`config.mk`:
```
export PLATFORM = sky130hd
export DESIGN_NAME = icache_ibus_responder
export DESIGN_NICKNAME = d
export VERILOG_FILES = /design/src/rtl/common.sv /design/src/rtl/pipes.sv /design/src/rtl/icache_array.sv /design/src/rtl/icache_ibus_responder.sv
export SDC_FILE = /design/constraint.sdc
export NUM_CORES = 2
export LEC_CHECK = 0
export BUFFER_PORTS_ARGS = -buffer_cell sky130_fd_sc_hd__buf_4
export CORE_MARGIN = 4
export CORE_UTILIZATION = 25
export CTS_CLUSTER_SIZE = 24
export DETAILED_ROUTE_END_ITERATION = 10
export GPL_TIMING_DRIVEN = 1
export HOLD_SLACK_MARGIN = 0.02
export SYNTH_ARGS = -nofsm -noshare
export SYNTH_HDL_FRONTEND = slang
export SYNTH_SLANG_ARGS = --single-unit
export TNS_END_PERCENT = 1
```
`constraint.sdc`:
```
create_clock -name clk -period 11.19 [get_ports clk]
set_input_delay 1.6785 -clock clk [delete_from_list [all_inputs] [get_ports clk]]
set_output_delay 1.6785 -clock clk [all_outputs]
set_load 0.1 [all_outputs]
```
`src/rtl/common.sv`:
```
// Shared bus types: ibus (fetch <-> icache) and cbus (cache <-> memory interconnect).
package common;
    typedef logic [31:0] addr_t;
    typedef logic [31:0] u32;
    typedef logic [63:0] u64;

    typedef logic [2:0] cbus_size_t;
    typedef logic [7:0] cbus_strobe_t;
    typedef logic [3:0] cbus_len_t;

    typedef struct packed {
        logic  valid;
        addr_t addr;
    } ibus_req_t;

    typedef struct packed {
        logic addr_ok;
        logic data_ok;
        u32   data;
    } ibus_resp_t;

    typedef struct packed {
        logic         valid;
        logic         is_write;
        cbus_size_t   size;
        addr_t        addr;
        cbus_strobe_t strobe;
        u64           data;
        cbus_len_t    len;
    } cbus_req_t;

    typedef struct packed {
        logic ready;
        logic last;
        u64   data;
    } cbus_resp_t;
endpackage

```
`src/rtl/pipes.sv`:
```
// Pipeline-side shared definitions: icache FSM states and cbus burst constants.
package pipes;
    import common::*;

    typedef enum logic [1:0] {
        IDLE,
        REFILL,
        RESP
    } icache_state_t;

    localparam cbus_size_t CBUS_SIZE_8B = 3'b011;

    // cbus len encodes beats-1
    function automatic cbus_len_t cbus_burst_len(input int beats);
        return cbus_len_t'(beats - 1);
    endfunction
endpackage

```
`src/rtl/icache_array.sv`:
```
// Valid/tag/data storage of the direct-mapped icache: one read port, one beat write port,
// and a validate strobe that installs the tag and sets the valid bit.
module icache_array
    import common::*;
#(
    parameter int NUM_LINES  = 16,
    parameter int LINE_BEATS = 2,
    parameter int IDX_W      = $clog2(NUM_LINES),
    parameter int BEAT_W     = $clog2(LINE_BEATS),
    parameter int TAG_W      = 32 - 3 - BEAT_W - IDX_W
) (
    input  logic              clk,
    input  logic              reset,
    input  logic [IDX_W-1:0]  rd_index,
    input  logic [TAG_W-1:0]  rd_tag,
    input  logic [BEAT_W-1:0] rd_beat,
    input  logic              rd_half,
    output logic              hit,
    output u32                rd_word,
    input  logic              wr_en,
    input  logic [IDX_W-1:0]  wr_index,
    input  logic [BEAT_W-1:0] wr_beat,
    input  u64                wr_data,
    input  logic              validate,
    input  logic [TAG_W-1:0]  wr_tag
);
    logic [NUM_LINES-1:0] valid_q;
    logic [TAG_W-1:0]     tag_mem  [NUM_LINES];
    u64                   data_mem [NUM_LINES*LINE_BEATS];
    u64                   rd_beat_data;

    always_ff @(posedge clk or posedge reset) begin
        if (reset) begin
            valid_q <= '0;
        end else if (validate) begin
            valid_q[wr_index] <= 1'b1;
        end
    end

    always_ff @(posedge clk) begin
        if (wr_en) begin
            data_mem[{wr_index, wr_beat}] <= wr_data;
        end
        if (validate) begin
            tag_mem[wr_index] <= wr_tag;
        end
    end

    assign rd_beat_data = data_mem[{rd_index, rd_beat}];
    assign rd_word      = rd_half ? rd_beat_data[63:32] : rd_beat_data[31:0];
    assign hit          = valid_q[rd_index] && (tag_mem[rd_index] == rd_tag);
endmodule

```
`src/rtl/icache_ibus_responder.sv`:
```
// Direct-mapped read-only icache answering ibus fetches; misses refill a full line by one cbus burst.
// Optional build macro ICACHE_PERF_EN adds hit/miss counters reported on a marker instruction.
module icache_ibus_responder
    import common::*;
    import pipes::*;
#(
    parameter int NUM_LINES  = 16,
    parameter int LINE_BEATS = 2
) (
    input  logic       clk,
    input  logic       reset,
    input  ibus_req_t  ireq,
    output ibus_resp_t iresp,
    output cbus_req_t  creq,
    input  cbus_resp_t cresp
);
    localparam int BEAT_W = $clog2(LINE_BEATS);
    localparam int IDX_W  = $clog2(NUM_LINES);
    localparam int OFF_W  = 3 + BEAT_W;
    localparam int TAG_W  = 32 - OFF_W - IDX_W;

    // state  | meaning
    // IDLE   | waiting for a fetch; hit/miss lookup on ireq
    // REFILL | cbus burst filling the line of req_addr
    // RESP   | data_ok with the latched instruction
    icache_state_t     state;
    addr_t             req_addr;
    logic [BEAT_W-1:0] beat_cnt;
    u32                instr;

    addr_t lookup_addr;
    logic  hit;
    u32    rd_word;
    u32    refill_word;
    logic  wr_en;
    logic  validate;
    logic  same_req;
    logic  unused_addr_bits;

    // During refill the read port looks at the line being filled, so the
    // final instruction can be taken from beats already written.
    assign lookup_addr      = (state == REFILL) ? req_addr : ireq.addr;
    assign wr_en            = (state == REFILL) && cresp.ready;
    assign validate         = wr_en && cresp.last;
    assign same_req         = ireq.valid && (ireq.addr[31:2] == req_addr[31:2]);
    assign unused_addr_bits = ^{lookup_addr[1:0], req_addr[1:0]};

    always_comb begin
        refill_word = rd_word;
        if (req_addr[3 +: BEAT_W] == beat_cnt) begin
            refill_word = req_addr[2] ? cresp.data[63:32] : cresp.data[31:0];
        end
    end

    icache_array #(
        .NUM_LINES  (NUM_LINES),
        .LINE_BEATS (LINE_BEATS),
        .IDX_W      (IDX_W),
        .BEAT_W     (BEAT_W),
        .TAG_W      (TAG_W)
    ) u_array (
        .clk      (clk),
        .reset    (reset),
        .rd_index (lookup_addr[OFF_W +: IDX_W]),
        .rd_tag   (lookup_addr[31 -: TAG_W]),
        .rd_beat  (lookup_addr[3 +: BEAT_W]),
        .rd_half  (lookup_addr[2]),
        .hit      (hit),
        .rd_word  (rd_word),
        .wr_en    (wr_en),
        .wr_index (req_addr[OFF_W +: IDX_W]),
        .wr_beat  (beat_cnt),
        .wr_data  (cresp.data),
        .validate (validate),
        .wr_tag   (req_addr[31 -: TAG_W])
    );

    always_ff @(posedge clk or posedge reset) begin
        if (reset) begin
            state    <= IDLE;
            req_addr <= '0;
            beat_cnt <= '0;
            instr    <= '0;
        end else begin
            case (state)
                IDLE: begin
                    if (ireq.valid) begin
                        if (hit) begin
                            instr <= rd_word;
                            state <= RESP;
                        end else begin
                            req_addr <= ireq.addr;
                            beat_cnt <= '0;
                            state    <= REFILL;
                        end
                    end
                end
                REFILL: begin
                    if (cresp.ready) begin
                        beat_cnt <= beat_cnt + BEAT_W'(1);
                        // a redirected requester gets no answer for this line
                        if (cresp.last) begin
                            if (same_req) begin
                                instr <= refill_word;
                                state <= RESP;
                            end else begin
                                state <= IDLE;
                            end
                        end
                    end
                end
                RESP:    state <= IDLE;
                default: state <= IDLE;
            endcase
        end
    end

    always_comb begin
        iresp         = '0;
        iresp.addr_ok = (state == IDLE) && ireq.valid;
        iresp.data_ok = (state == RESP);
        iresp.data    = instr;

        creq = '0;
        if (state == REFILL) begin
            creq.valid    = 1'b1;
            creq.is_write = 1'b0;
            creq.size     = CBUS_SIZE_8B;
            creq.addr     = {req_addr[31:OFF_W], {OFF_W{1'b0}}};
            creq.strobe   = '0;
            creq.len      = cbus_burst_len(LINE_BEATS);
        end
    end

`ifdef ICACHE_PERF_EN
    logic [63:0] hit_cnt;
    logic [63:0] miss_cnt;

    always_ff @(posedge clk or posedge reset) begin
        if (reset) begin
            hit_cnt  <= '0;
            miss_cnt <= '0;
        end else if ((state == IDLE) && ireq.valid) begin
            if (hit) begin
                hit_cnt <= hit_cnt + 64'd1;
            end else begin
                miss_cnt <= miss_cnt + 64'd1;
            end
        end
    end

    always_ff @(posedge clk) begin
        if (!reset && (state == RESP) && (instr == 32'h0005006b)) begin
            $display("icache perf: hit %0d miss %0d", hit_cnt, miss_cnt);
        end
    end
`else
`endif
endmodule

```
==> impl_metrics.py <==
metrics = {
    "yosys": {
        "yosys.area_share.xor_xnor": 0.00468,
        "synthSimpleGateAreaFrac": 0.0914,
        "avgSynthCellArea_sq_um": 15.2,
        "synth-seq-cells": 2513,
        "synth_edf_count": 2432,
        "synth_area_sq_um": 99100,
        "synth_compound_area_frac": 0.0584,
        "synthMuxAreaShare": 0.0626,
        "synth_async_sr_flop_share": 0.0322,
        "synth_fa_ha_area_frac": 0,
        "yosys.area.top_type": "edfxtp_1",
        "yosysWarnings": 0,
        "synth_cell_type_count": 63,
        "netlist.area_leader.share": 0.737,
        "synth.area.top_cells": "edfxtp_1 (74%), nand2_1 (5.3%), mux2i_1 (3.3%)",
        "synthCells": 6536,
        "synth_top_family_by_area": "simple AND/OR/NAND/NOR gates",
        "synth_flop_cell": "edfxtp_1",
        "ys_seq_area_frac": 0.757,
    },
    "clock_network": {
        "cts_root_buf": "clkbuf_16",
        "cts-hold-fix-buffers": 0,
        "numClockSinks": 2513,
        "cts_tree": "built",
        "cts_buffers": 227,
        "cts_setup_buffers": 0,
        "cts-resized-gates": 0,
        "clock_latency_ps": 900,
        "clk_pin_slew_ps": 70,
        "cts.htree.levels": 4,
        "clock_path_buffers": 4,
    },
    "floorplanning": {
        "rows": 230,
        "initial_utilization": 0.252,
        "die_h_microns": 638,
        "core_sq_um": 394000,
        "die_x_microns": 638,
        "dieArea_sq_um": 406000,
        "io_pins": 248,
    },
    "finish": {
        "final_common_cell": "edfxtp_1",
        "drive_gt1_frac": 0.131,
        "synthToLayoutAreaGrowth_pct": 14.9,
        "final_cell_mix": "edfxtp_1 (2432), nand2_1 (1407), nand3_1 (387)",
        "final-seq-area_sq_um": 75100,
        "fin_area_sq_um": 114000,
        "nFillCells": 39000,
        "fin_nets": 6796,
        "multi_input_area_sq_um": 22300,
    },
    "grt": {
        "overflow": 0,
        "grt_max_degree": 168,
        "grt_pass1_vias": 57200,
        "antenna_found_initial": 45,
        "grtUsageTotal": 0.141,
        "grt_first_pass_wirelength_microns": 422000,
    },
    "setup_path": {
        "cp.depth": 12,
        "critical-path-top-delay-family": "buffers and inverters",
        "cp_slowest_stage_delay_ps": 810,
        "reg2reg_slack_ps": 4480,
        "critPathLaunchType": "flip-flop",
        "slowest_stage": "buf_4",
        "worstPathCellList": "nand2b_4 > buf_4 > a21o_4 > buf_12 > mux4_2 > mux2i_1 > nor3_1 > or4_1 > or4_4 > o31ai_4 > buf_4 > mux2_2",
        "worst-r2r-cell-count": 12,
        "crit_type": "flip-flop to flip-flop",
        "worstSetupEndpointType": "flip-flop",
        "cp.required_ps": 11880,
        "cp_num_buf_inv": 3,
        "cp.arrival_ps": 7400,
        "critPathMostFrequentCell": "buf_4",
        "crit_fanout": 115,
    },
    "route": {
        "ant_nets": 0,
        "route.detailed.drc": 0,
        "vias_per_cell": 4.97,
        "drt-pass1-iter-count": 8,
        "wl_per_cell_microns": 25.0,
        "drt-initial-drc-count": 8181,
        "wl_microns": 302000,
        "vias": 60200,
    },
    "timing": {
        "tightest_slew_ps": 1290,
        "setup_viol": 0,
        "finalSetupTns_ps": 0,
        "slew_violations": 0,
        "max_slew_margin": 0.142,
        "finClkSkew_ps": 119,
        "holdWs_ps": 464,
        "fmax_ghz": 0.149,
        "min_period_ps": 6710,
        "hold_viol": 0,
        "finalCritPeriodShare": 0.599,
        "grt_setup_unrepaired": "no",
    },
    "flow_run": {
        "maxCapViolCount": 0,
    },
    "placement": {
        "portBuffers": 164,
        "dp_hpwl_microns": 163000,
        "place_area_sq_um": 107000,
        "place.gp.congestion": 0.795,
    },
    "power_and_ir_drop": {
        "p_per_area_nw_per_um2": 224,
        "p_leak_nw": 36.9,
        "ir_drop_uv": 149,
    },
    "worst_hold_path": {
        "hold_path.class": "flip-flop to flip-flop",
        "whs_path_depth": 1,
    },
    "run_status": {
        "status": "finished clean",
    },
}
[worst reg2reg max path: cells and delay by family (launching register included)]
family / cells / cell delay (ps)
mux: 3 / 1460
compound gates: 2 / 990
buf+inv: 3 / 1950
flops: 1 / 420
simple gates: 4 / 1720
[kinds of logic after synthesis]
family	count (synthesis)
AOI/OAI and AO/OA	842
DFF	2513
muxes	480
buffers and inverters	529
and+or+nand+nor	2118
other	1
xor gates and xnor gates	53
[where the power goes]
part / internal [W] / switching, W / total (W)
combinational: 0.00193 / 0.00482 / 0.00675
sequential: 0.0108 / 0.000255 / 0.0110
clock: 0.00424 / 0.00345 / 0.00769
[metal layers]
| layer | share of wire | GRT usage |
|---|---|---|
| met1 | 0.41 | 0.195 |
| met2 | 0.46 | 0.223 |
| met3 | 0.10 | 0.0296 |
| met4 | 0.030 | 0.0400 |
| met5 | 0.00025 | 0 |
[cell usage after synthesis (all sizes together), types with 32 or more instances]
cell	instances
mux2	41
xnor2	48
nor4	53
inv	45
a32oi	212
a21oi	298
a22oi	90
nand4	82
a211oi	43
a31oi	60
dfrtp	81
mux2i	331
o22ai	42
mux4	108
and2	32
clkbuf	237
nor2	65
buf	247
nand3	387
nand2	1412
edfxtp	2432
[state kept, by name (all words and copies together), names as in the netlist]
register,count
u_array.data_mem,2048
instr,32
u_array.valid_q,16
u_array.tag_mem,384
req_addr,30
beat_cnt,1
state,2
[per-stage QoR]
| step | worst slack (ps) | std cells | utilization | power (W) |
|---|---|---|---|---|
| after floorplan | 1420 | 6616 | - | 0.0154 |
| after global placement | 4010 | 11700 | 0.271 | 0.0178 |
| after detailed placement | 4010 | 11700 | 0.271 | 0.0179 |
| after CTS | 4440 | 12100 | 0.289 | 0.0255 |
| after global routing | 4220 | 12100 | 0.289 | 0.0264 |
| final | 4480 | 12100 | 0.289 | 0.0255 |
[layout make-up]
cell class,instances,area share
well taps,5220,0.0573
inverters,45,0.00153
multi-input cells,3574,0.196
repair buffers,334,0.0232
clock buffers,297,0.0534
flip-flops and latches,2513,0.659
diodes,6,0.000132
clock inverters,120,0.00932
[path summary, 6_finish.rpt]
check,start,to
max reg2reg,state[1],instr[19]
max,state[1],instr[19]
min reg2reg,u_array.valid_q[15],u_array.valid_q[15]
min,u_array.valid_q[15],u_array.valid_q[15]
max in group asynchronous,reset,u_array.valid_q[5]
min in group asynchronous,reset,req_addr[21]
(Power assumes the default switching activity.)
